$ cat src/rtl/lvdt_phase_ctrl.sv
// Multi-channel LVDT demodulator phase controller: Avalon-MM shadow registers,
// atomic commit to per-channel targets, optional wrap-aware 1-LSB/tick slewing.
module lvdt_phase_ctrl #(
  parameter int unsigned NCH      = 4,
  parameter int unsigned W        = 8,
  parameter int unsigned AW       = 3,
  parameter int unsigned PRESCALE = 256
) (
  input  logic              clk,
  input  logic              reset_n,
  input  logic [AW-1:0]     address,
  input  logic              chipselect,
  input  logic              write_n,
  input  logic [31:0]       writedata,
  input  logic              read_n,
  output logic [31:0]       readdata,
  output logic [NCH*W-1:0]  out_phase,
  output logic              busy
);

  localparam int unsigned PW = (PRESCALE > 2) ? $clog2(PRESCALE) : 1;
  localparam logic [AW-1:0] CTRL_ADDR   = AW'(NCH);
  localparam logic [AW-1:0] STATUS_ADDR = AW'(NCH + 1);
  localparam logic [W-1:0]  HALF        = {1'b1, {(W-1){1'b0}}};
  localparam logic [PW-1:0] PRESC_LAST  = PW'(PRESCALE - 1);

  logic [W-1:0]   shadow_q [NCH];
  logic [W-1:0]   target_q [NCH];
  logic [W-1:0]   active_q [NCH];
  logic [W-1:0]   active_d [NCH];
  logic [W-1:0]   delta    [NCH];
  logic           ramp_en_q;
  logic [PW-1:0]  presc_q;
  logic           busy_q;
  logic [31:0]    readdata_q;
  logic [31:0]    rdata_d;
  logic [NCH-1:0] diff;
  logic           wr_en;
  logic           rd_en;
  logic           ctrl_wr;
  logic           ramp_eff;
  logic           tick;
  logic           unused_wdata;

  assign wr_en        = chipselect & ~write_n;
  assign rd_en        = chipselect & ~read_n;
  assign ctrl_wr      = wr_en && (address == CTRL_ADDR);
  // A RAMP_EN write governs the active update on the very edge it is written
  assign ramp_eff     = ctrl_wr ? writedata[1] : ramp_en_q;
  assign tick         = (presc_q == PRESC_LAST);
  assign unused_wdata = ^writedata[31:W];

  always_comb begin
    diff = '0;
    for (int n = 0; n < NCH; n++) begin
      diff[n]  = (active_q[n] != target_q[n]);
      delta[n] = target_q[n] - active_q[n];
    end
  end

  // Next applied phase: snap when ramping is off, else shortest-path 1-LSB step per tick
  always_comb begin
    for (int n = 0; n < NCH; n++) begin
      active_d[n] = active_q[n];
      if (!ramp_eff) begin
        active_d[n] = target_q[n];
      end else if (tick && diff[n]) begin
        if (!delta[n][W-1] || (delta[n] == HALF)) begin
          active_d[n] = active_q[n] + W'(1);
        end else begin
          active_d[n] = active_q[n] - W'(1);
        end
      end
    end
  end

  // Read mux
  always_comb begin
    rdata_d = '0;
    for (int n = 0; n < NCH; n++) begin
      if (address == AW'(n)) begin
        rdata_d = 32'(shadow_q[n]);
      end
    end
    if (address == CTRL_ADDR) begin
      rdata_d = {30'b0, ramp_en_q, 1'b0};
    end else if (address == STATUS_ADDR) begin
      rdata_d = 32'({diff, busy_q});
    end
  end

  always_ff @(posedge clk or negedge reset_n) begin
    if (!reset_n) begin
      for (int n = 0; n < NCH; n++) begin
        shadow_q[n] <= '0;
        target_q[n] <= '0;
        active_q[n] <= '0;
      end
      ramp_en_q  <= 1'b0;
      presc_q    <= '0;
      busy_q     <= 1'b0;
      readdata_q <= '0;
    end else begin
      for (int n = 0; n < NCH; n++) begin
        if (wr_en && (address == AW'(n))) begin
          shadow_q[n] <= writedata[W-1:0];
        end
        if (ctrl_wr && writedata[0]) begin
          target_q[n] <= shadow_q[n];
        end
        active_q[n] <= active_d[n];
      end
      if (ctrl_wr) begin
        ramp_en_q <= writedata[1];
      end
      presc_q <= tick ? '0 : presc_q + PW'(1);
      busy_q  <= |diff;
      if (rd_en) begin
        readdata_q <= rdata_d;
      end
    end
  end

  always_comb begin
    out_phase = '0;
    for (int n = 0; n < NCH; n++) begin
      out_phase[n*W +: W] = active_q[n];
    end
  end

  assign readdata = readdata_q;
  assign busy     = busy_q;

endmodule
$ cat config.mk
export PLATFORM = sky130hd
export DESIGN_NAME = lvdt_phase_ctrl
export DESIGN_NICKNAME = d
export VERILOG_FILES = /design/src/rtl/lvdt_phase_ctrl.sv
export SDC_FILE = /design/constraint.sdc
export NUM_CORES = 1
export LEC_CHECK = 0
export BUFFER_PORTS_ARGS = -buffer_cell sky130_fd_sc_hd__buf_4
export CAP_MARGIN = 20
export CORE_ASPECT_RATIO = 0.75
export CORE_MARGIN = 3
export CORE_UTILIZATION = 55
export DETAILED_ROUTE_END_ITERATION = 12
export PLACE_DENSITY = 0.78
export RECOVER_POWER = 100
export SKIP_LAST_GASP = 1
export SLEW_MARGIN = 15
export SYNTH_ARGS = -nofsm -noshare
export SYNTH_HDL_FRONTEND = slang
export SYNTH_SLANG_ARGS = --single-unit
$ cat constraint.sdc
create_clock -name clk -period 5.04 [get_ports clk]
set_input_delay 0.252 -clock clk [delete_from_list [all_inputs] [get_ports clk]]
set_output_delay 0.252 -clock clk [all_outputs]
set_load 0.01 [all_outputs]
==> flow_summary.toml, run 1 <==
[floorplan]
start_util_pct = 58.0
rows = 36
dieArea_um2 = 15600
ios = 105
coreArea_um2 = 13400
die_h_um = 109
die_x_um = 143

[clock_network]
post-cts-setup-buffers = 0
ctsResizeCount = 0
cts_tree = "done"
worst_skew_pair.late_latency_ns = 0.41
h-tree-depth = 4
clockRootBuffer = "clkbuf_16"
cts_made_buffers = 17
clk_pin_slew_ns = 0.05
cts_hold_buf = 0
clk_path_buf_depth = 2
cts_sinks = 114

[setup_path]
critPathCaptureType = "flop"
r2r_slack_ns = 0.64
startpoint_type = "flop"
crit_path_cell_trace = "ha_1 > fa_1 > nor2b_1 > o21ai_0 > a211oi_1 > nor4_1 > a31oi_2 > ha_1 > a21oi_1 > nor2_1 > or3_1 > a2111oi_0 > o311ai_0 > nand3_1 > a211oi_2"
crit_path_end = "out_phase[7]$_DFFE_PN0P_"
critPathRequiredTime_ns = 5.33
r2r-start = "out_phase[0]$_DFFE_PN0P_"
critPathMaxFanout = 8
cp.arrival_ns = 4.69
cp_slowest_cell = "a31oi_2"
slowest_delay_ns = 0.47
worstReg2RegEnd = "out_phase[7]$_DFFE_PN0P_"
path_common_cell = "ha_1"
crit_type = "reg2reg"
setup.worst_path.start = "out_phase[0]$_DFFE_PN0P_"
r2r_cells = 15

[status]
status = "complete, but fails checks"
violations = "capacitance limit, slew limit"

[final_layout]
antenna_cells = 0
drive_gt1_share_pct = 14.1
fin_cells = 1037
nets = 960
fillers = 1149
area_delta_synth_final_pct = 10.6
finalInstanceArea_um2 = 8610

[grt]
grt_pass1_wl_um = 29900
antenna_found_initial = 0
met1_usage_pct = 35.5
grt_overflow_total = 0
first_global_vias = 5899
met3_usage_pct = 6.93
grtUsageTotal_pct = 24.3
busiest_layer = "met2"
grt_max_degree = 73
gr-usage-met2_pct = 36.4

[placement]
place_congestion = 0.888
post-dp-hpwl_um = 13400
io_buffer_count = 56
dp_cells = 1007
place_area_um2 = 8270

[drt]
via_count = 6132
drc = 0
drt-wirelength-per-cell_um = 17.6
drt_iter0_markers = 509
firstDrtPassIters = 5
postRouteAntennaNets = 0
drt_wl_total_um = 18200
via_per_inst = 5.91

[power]
vdd_drop_max_uv = 348
p_leak_uw = 0.00389
p_per_area_nw_per_um2 = 648

[hold_path]
worstHoldStart = "writedata[7]"
min_path_cells = 2
hold_class = "in2reg"

[yosys]
synth_cell_type_count = 69
synth_area_um2 = 7790
synth_edf_count = 0
synth_top_area_share_pct = 36.6
synthCells = 800
synth_ff_type = "dfrtp_1"
synth_warnings = 0
synth_top_area_cell = "dfrtp_1"
synth.top_cells.by_area = "dfrtp_1 37%, mux2_2 9.4%, ha_1 9.2%, a21oi_1 3.1%, nor2_1 2.7%"
avgSynthCellArea_um2 = 9.73
yosysSeqAreaShare_pct = 36.6
async_reset_ff_share_pct = 100
ys_ff_latch = 114

[timing]
setup_violations = 0
fin_skew_ns = 0.0108
relSlewSlack_pct = -154
rsz0062_at_grt = "no"
worstMarginPinSlew_ns = 3.81
min_period_ns = 4.40
finalCritPeriodShare_pct = 87.3
drv_slew = 82
setup_tns_ns = 0
hold_violations = 0
max_clock_freq_mhz = 227

[job]
maxCapViolCount = 2
==> where the power goes <==
part           internal [uW]  total, uW  leakage, uW  switching, uW
combinational           1370       3120      0.00218           1760
sequential              1110       1350      0.00146            238
clock                    692       1110     0.000256            415
total                   3170       5580      0.00389           2410
==> cell type report <==
cell class | count | area [um^2] | area share, %
multi-input combinational | 605 | 4510 | 52.4
sequential | 114 | 2850 | 33.1
clock buffer | 20 | 457 | 5.30
timing repair buffer | 60 | 279 | 3.24
inverter | 57 | 214 | 2.48
tap | 171 | 214 | 2.48
clock inverter | 10 | 87.6 | 1.02
==> logic make-up (layout without fill, tap and decap cells) <==
logic type | Yosys count | in the layout | synth area share (%)
and+or+nand+nor | 226 | 226 | 14.6
buffers and inverters | 104 | 147 | 6.30
xor gates and xnor gates | 36 | 36 | 4.05
adders and majority gates | 65 | 65 | 11.2
AOI/OAI and AO/OA | 179 | 179 | 15.3
other | 1 | 24 | 0.0482
DFF | 114 | 114 | 36.6
muxes | 75 | 75 | 11.8
==> worst min-delay path by stage <==
stage	slack, ns	to
2_1_floorplan	-0.04	busy$_DFF_PN0_
3_3_place_gp	0.44	out_phase[30]$_DFFE_PN0P_
3_5_place_dp	0.44	out_phase[30]$_DFFE_PN0P_
4_1_cts	0.005	out_phase[28]$_DFFE_PN0P_
5_1_grt	0.09	shadow_q[31]$_DFFE_PN0P_
6_report	0.1	shadow_q[31]$_DFFE_PN0P_
==> worst max-delay path, delay by kind of cell, from the launching register on <==
kind                     cells  cell delay, ns
AO/OA/AOI/OAI                7            1.87
AND/OR/NAND/NOR              5            1.02
adder cells (fa/ha/maj)      3            0.95
flip-flops                   1            0.44
==> layout by cell type, fill, tap and decap left out, types with 6 or more instances in the layout <==
cell type and count:
dfrtp_1 114, mux2_2 62, ha_1 57, inv_1 56
nor2_1 56, nand2_1 52, a21oi_1 50, clkbuf_1 46
o21ai_0 39, nor3_1 24, conb_1 24, nor2b_1 21
xor2_1 20, nand3_1 18, clkbuf_16 17, xnor2_1 16
a211oi_1 15, o21a_1 13, buf_4 13, nand2b_1 9
nand4_1 8, fa_1 8, a21o_1 7, or3_1 7
mux4_2 7, nor3b_1 6, a21boi_0 6, nor4_1 6
==> metrics by stage <==
| step | util (%) | power [uW] | worst slack, ns | hold WS, ns |
|---|---|---|---|---|
| floorplan | - | 3780 | 1.21 | -0.0436 |
| global placement | 61.6 | 4440 | 0.908 | 0.439 |
| detailed placement | 61.6 | 4510 | 0.873 | 0.438 |
| CTS | 65.7 | 5660 | 0.772 | 0.00531 |
| global route | 64.2 | 6070 | 0.254 | 0.0946 |
| finish | 64.2 | 5580 | 0.638 | 0.0995 |
==> flip-flops by register name, indices dropped and copies added, names as in the netlist <==
| register | flops |
|---|---|
| ramp_en_q | 1 |
| out_phase | 32 |
| readdata | 8 |
| shadow_q | 32 |
| target_q | 32 |
| busy | 1 |
| presc_q | 8 |
==> metal layers <==
| metal | share of wire (%) | wire length, um |
|---|---|---|
| met3 | 7.0 | 1280 |
| met4 | 0.80 | 146 |
| met5 | 0 | 0 |
| met2 | 44 | 7980 |
| met1 | 48 | 8830 |
==> Yosys cell counts, types with 4 or more instances <==
master,count
nor4_1,5
nand4_1,8
xor2_1,20
mux4_2,7
a21oi_1,49
buf_2,8
clkbuf_1,11
a21boi_0,6
a21o_1,7
or3_1,7
nor2_1,57
nand3b_1,5
a211oi_1,15
fa_1,8
inv_1,55
nand2b_1,9
xnor2_1,16
o21a_1,13
nor3_1,23
mux2_2,65
ha_1,57
o22ai_1,5
nor3b_1,6
dfrtp_1,114
o21ai_0,36
buf_4,24
buf_1,4
and3_1,5
nand3_1,18
nand2_1,52
nor2b_1,21
Note: power is estimated with default switching activity, not from simulation.
==> run 2: changes to the inputs <==
--- a/config.mk
+++ b/config.mk
@@ -5,9 +5,10 @@
 export SDC_FILE = /design/constraint.sdc
 export NUM_CORES = 1
 export LEC_CHECK = 0
+export ABC_CLOCK_PERIOD_IN_PS = 5040
 export BUFFER_PORTS_ARGS = -buffer_cell sky130_fd_sc_hd__buf_4
 export CAP_MARGIN = 20
-export CORE_ASPECT_RATIO = 0.75
+export CORE_ASPECT_RATIO = 0.6
 export CORE_MARGIN = 3
 export CORE_UTILIZATION = 55
 export DETAILED_ROUTE_END_ITERATION = 12
==> run 2 against run 1 <==
Compared with the run above: the flow still finishes with violations (capacitance limit, slew limit); first-iteration DRC count increased by 16%; die area increased by 0.20%; cell count increased by 1.7%; worst hold slack improved by 0.013 ns; sequential power about the same; combinational power increased by 5%; clock skew decreased by 0.0039 ns; total power increased by 6.7%; final area increased by 1.4%; routed wire length increased by 13%; setup slack got worse by 0.24 ns; highest routed layer unchanged.
==> flow_summary.toml, run 2 (synthesis results as in run 1) <==
[status]
status = "complete, but fails checks"
violations = "capacitance limit, slew limit"

[setup_path]
critPathRequiredTime_ns = 5.33
r2r_slack_ns = 0.40
crit_type = "reg2reg"
path_buf_inv = 0
r2r_cells = 15
cp.arrival_ns = 4.93
path_depth = 15
worstReg2RegEnd = "out_phase[7]$_DFFE_PN0P_"
critPathCaptureType = "flop"
path_common_cell = "ha_1"
r2r-start = "out_phase[0]$_DFFE_PN0P_"
crit_path_cell_trace = "ha_1 > fa_1 > nor2b_1 > o21ai_0 > a211oi_1 > nor4_1 > a31oi_2 > ha_1 > a21oi_1 > nor2_1 > or3_1 > a2111oi_0 > o311ai_0 > nand3_1 > a211oi_2"
slowest_delay_ns = 0.56
crit_path_end = "out_phase[7]$_DFFE_PN0P_"
cp_slowest_cell = "a2111oi_0"
setup.worst_path.start = "out_phase[0]$_DFFE_PN0P_"
crit_family = "compound AO/OA/AOI/OAI gates"
critPathMaxFanout = 8
startpoint_type = "flop"

[floorplan]
rows = 32
ios = 105
die_x_um = 160
die_h_um = 98.2
dieArea_um2 = 15700
coreArea_um2 = 13300
start_util_pct = 58.4

[clock_network]
post-cts-setup-buffers = 0
cts_made_buffers = 17
clockRootBuffer = "clkbuf_16"
h-tree-depth = 4
cts_sinks = 114
cts_tree = "done"
clk_pin_slew_ns = 0.05
clk_path_buf_depth = 2
worst_skew_pair.late_latency_ns = 0.41

[power]
vdd_drop_max_uv = 347
swShare_pct = 43.3
clkPwrFrac_pct = 21.9
p_seq_share_pct = 22.9
p_int_uw = 3370
p_per_area_nw_per_um2 = 682
power_frac_comb_pct = 55.1
p_leak_uw = 0.00395
p_sw_uw = 2580

[final_layout]
final_common_cell = "dfrtp_1"
area_delta_synth_final_pct = 12.2
multi_input_area_um2 = 4510
antenna_cells = 0
drive_gt1_share_pct = 14.3
regArea_um2 = 2850
layout_common_cells = "114 x dfrtp_1, 63 x mux2_2, 57 x ha_1"
nets = 960
fillers = 1113

[placement]
place_congestion = 1.00
io_buffer_count = 56
post-dp-hpwl_um = 15000

[timing]
setup_violations = 0
hold_violations = 0
min_period_ns = 4.64
worstMarginPinSlew_ns = 2.74
rsz0062_at_grt = "no"
whs_ns = 0.112
max_clock_freq_mhz = 215
setup_tns_ns = 0
finalCritPeriodShare_pct = 92.1
relSlewSlack_pct = -82.6
drv_slew = 151
fin_skew_ns = 0.00685

[job]
maxCapViolCount = 4

[hold_path]
min_path_cells = 2
hold_class = "in2reg"

[drt]
via_count = 6546
postRouteAntennaNets = 0
drt-wirelength-per-cell_um = 19.6
drt_wl_total_um = 20700
via_per_inst = 6.20
firstDrtPassIters = 5
drc = 0
drt_iter0_markers = 588

[grt]
grtUsageTotal_pct = 26.4
first_global_vias = 6224
antenna_found_initial = 0
grt_pass1_wl_um = 33000
grt_overflow_total = 0
grt_max_degree = 66
-- run 2: cell types whose count changed in the layout (fill, tap and decap cells not counted), sizes merged --
cell / before / now
bufinv: 1 / 4
clkbuf: 67 / 70
clkinv: 5 / 3
clkinvlp: 5 / 2
dlygate4sd3: 0 / 1
-- run 2: what timing repair did --
item | in CTS | in global routing
resized for setup | 0 | 0
hold buffers | 1 | 0
endpoints found under the hold margin | 49 | 0
-- run 2: worst min path at each step --
stage                      start  slack (ns)                   endpoint
finish              writedata[4]        0.11   shadow_q[12]$_DFFE_PN0P_
global route        writedata[3]        0.11   shadow_q[19]$_DFFE_PN0P_
CTS                 writedata[4]         0.1   shadow_q[12]$_DFFE_PN0P_
detailed placement       reset_n        0.31  out_phase[28]$_DFFE_PN0P_
global placement         reset_n        0.31  out_phase[28]$_DFFE_PN0P_
floorplan                reset_n       -0.04             busy$_DFF_PN0_
-- run 2: final cells by class --
type,instances,area share [%]
flip-flops and latches,114,32.7
multi-input cells,605,51.6
clock inverters,8,1.70
inverters,57,2.45
repair buffers,60,3.27
clock buffers,24,5.63
well taps,187,2.68
-- run 2: layer usage --
layer	routed length [um]	vias to the layer above	global-route usage, %
met1	9100	3232	38.0
met5	0	-	0
met4	447	0	7.46
met3	2140	49	7.08
li1	-	2932	-
met2	8970	333	39.4
-- run 2: stage by stage --
step	power (uW)	setup WS, ns	instances	utilization (%)	instance area, um^2
after global routing	6350	0.113	1055	65.5	8740
after global placement	4420	0.831	1022	62.1	8280
after detailed placement	4620	0.653	1022	62.1	8280
after CTS	5970	0.480	1055	67.0	8930
final	5960	0.397	1055	65.5	8740
after floorplan	3780	1.21	823	-	7870
-- run 2: power groups by stage --
| stage | Combinational, uW | Sequential, uW | Clock [uW] |
|---|---|---|---|
| 6_report | 3280 | 1370 | 1310 |
| 3_3_place_gp | 3070 | 1360 | 0 |
| 5_1_grt | 3590 | 1390 | 1370 |
| 2_1_floorplan | 2470 | 1320 | 0 |
| 4_1_cts | 3300 | 1360 | 1320 |
| 3_5_place_dp | 3240 | 1370 | 0 |
==> run 3: changes to the inputs <==
--- a/config.mk
+++ b/config.mk
@@ -11,9 +11,10 @@
 export CORE_ASPECT_RATIO = 0.6
 export CORE_MARGIN = 3
 export CORE_UTILIZATION = 55
+export CTS_BUF_LIST = sky130_fd_sc_hd__clkbuf_4
 export DETAILED_ROUTE_END_ITERATION = 12
+export HOLD_SLACK_MARGIN = 0.05
 export PLACE_DENSITY = 0.78
-export RECOVER_POWER = 100
 export SKIP_LAST_GASP = 1
 export SLEW_MARGIN = 15
 export SYNTH_ARGS = -nofsm -noshare
==> run 3 against run 2 <==
Compared with the run above: the run now ends clean; sequential share of layout area grew 0.16 points; clock-buffer cell count is 4 lower; maximum frequency grew 3.0%; clock power down 42%; register-to-register slack improved by 0.14 ns; setup slack better by 0.14 ns; sequential power is essentially flat; critical path depth unchanged; combinational power up 2%; die area stayed put; clock skew up 0.0082 ns; critical path type unchanged.
==> flow_summary.toml, run 3 (synthesis results as in run 1) <==
[status]
status = "finished clean"

[clock_network]
h-tree-depth = 4
cts_made_buffers = 17
cts_sinks = 114
ctsResizeCount = 0
clk_pin_slew_ns = 0.10
worst_skew_pair.late_latency_ns = 0.53
cts_tree = "done"
clockRootBuffer = "clkbuf_4"
clk_path_buf_depth = 2

[floorplan]
dieArea_um2 = 15700
ios = 105
rows = 32
die_x_um = 160
coreArea_um2 = 13300
die_h_um = 98.2
start_util_pct = 58.4

[timing]
max_clock_freq_mhz = 222
fin_skew_ns = 0.0150
min_period_ns = 4.51
worstMarginPinSlew_ns = 0.976
rsz0062_at_grt = "no"
hold_violations = 0
setup_violations = 0
setup_tns_ns = 0
finalCritPeriodShare_pct = 89.4
relSlewSlack_pct = 34.5
drv_slew = 0

[grt]
grt_max_degree = 66
grt_overflow_total = 0
grt_pass1_wl_um = 32100
grtUsageTotal_pct = 25.6
first_global_vias = 6148
antenna_found_initial = 0

[final_layout]
nets = 969
fillers = 1081
area_delta_synth_final_pct = 11.6
drive_gt1_share_pct = 20.0
antenna_cells = 0
finalInstanceArea_um2 = 8690
regArea_um2 = 2850
layout_common_cells = "114 x dfrtp_1, 65 x mux2_2, 60 x buf_4"
multi_input_area_um2 = 4540
final_common_cell = "dfrtp_1"
final_core_util_pct = 65.2

[power]
clkPwrFrac_pct = 14.0
swShare_pct = 45.7
vdd_drop_max_uv = 336
p_sw_uw = 2500
power_frac_comb_pct = 61.1
p_seq_share_pct = 24.9
p_per_area_nw_per_um2 = 629
p_leak_uw = 0.00402
p_int_uw = 2970

[drt]
firstDrtPassIters = 6
drt_wl_total_um = 19900
postRouteAntennaNets = 0
drt-wirelength-per-cell_um = 18.7
via_per_inst = 6.07
via_count = 6461
drc = 0
drt_iter0_markers = 542

[placement]
place_area_um2 = 8280
post-dp-hpwl_um = 15000
io_buffer_count = 56
place_congestion = 1.00

[setup_path]
cp_slowest_cell = "a31oi_2"
critPathCaptureType = "flop"
slowest_delay_ns = 0.51
startpoint_type = "flop"
crit_type = "reg2reg"
critPathRequiredTime_ns = 5.46
cp.arrival_ns = 4.92
crit_path_cell_trace = "ha_1 > fa_1 > nor2b_1 > o21ai_1 > a211oi_1 > nor4_1 > a31oi_2 > ha_1 > a21oi_1 > nor2_1 > or3_1 > a2111oi_0 > o311ai_1 > nand3_1 > a211oi_2"
path_common_cell = "ha_1"
critPathMaxFanout = 8

[job]
maxCapViolCount = 0

[hold_path]
hold_class = "in2reg"
[run 3: cell count changes in the layout (fill, tap and decap cells not counted), moves of 4 or more]
cell / previous run / this run
dlygate4sd3_1: 1 / 9
clkbuf_8: 4 / 0
clkbuf_1: 47 / 0
buf_4: 13 / 60
clkbuf_16: 17 / 0
clkinv_1: 1 / 5
clkbuf_4: 1 / 20
[run 3: critical path, delay by kind of cell, from the launching register on]
kind,cells,cell delay (ns)
flip-flops,1,0.45
adder cells (fa/ha/maj),3,0.96
AO/OA/AOI/OAI,7,1.87
AND/OR/NAND/NOR,5,1.11
[run 3: metrics by stage]
stage | hold slack, ns | total power (uW) | worst slack [ns] | cells
after detailed placement | 0.312 | 4620 | 0.653 | 1022
after floorplan | -0.0436 | 3780 | 1.21 | 823
after global placement | 0.305 | 4420 | 0.831 | 1022
after global routing | 0.186 | 5870 | 0.274 | 1064
after CTS | 0.155 | 5400 | 0.609 | 1063
final | 0.185 | 5470 | 0.534 | 1064
[run 3: power groups by stage]
stage	sequential, uW	combinational, uW	clock [uW]
after floorplan	1320	2470	0
after global placement	1360	3070	0
after detailed placement	1370	3240	0
after CTS	1350	3280	770
after global routing	1390	3660	818
final	1360	3340	763
[run 3: what timing repair did]
item                                   CTS  global route
buffers inserted                         0             0
hold buffers                             9             0
endpoints found under the hold margin   81             0
[run 3: layer usage]
layer,GRT usage (%),vias up,share of wire [%],wire length (um)
met3,7.63,36,9.6,1900
met1,37.6,3186,46,9210
li1,-,2959,-,-
met2,37.4,280,43,8530
met4,5.85,0,1.2,242
met5,0,-,0,0
[run 3: cell type report]
| cell class | instances | share of cell area [%] |
|---|---|---|
| Inverter | 57 | 2.46 |
| Clock inverter | 12 | 1.89 |
| Sequential cell | 114 | 32.8 |
| Clock buffer | 20 | 1.73 |
| Multi-Input combinational cell | 605 | 52.2 |
| Tap cell | 187 | 2.69 |
| Timing Repair Buffer | 69 | 6.22 |
[run 3: final timing paths]
path	cells past startpoint	slack (ns)	end	startpoint
hold reg to reg	1	0.49	presc_q[4]$_DFF_PN0_	presc_q[4]$_DFF_PN0_
min in group asynchronous	2	0.28	readdata[0]$_DFFE_PN0P_	reset_n
setup / recovery	15	0.53	out_phase[7]$_DFFE_PN0P_	out_phase[0]$_DFFE_PN0P_
setup reg to reg	15	0.53	out_phase[7]$_DFFE_PN0P_	out_phase[0]$_DFFE_PN0P_
hold / removal	3	0.19	readdata[5]$_DFFE_PN0P_	address[2]
max in group asynchronous	3	3.50	out_phase[29]$_DFFE_PN0P_	reset_n
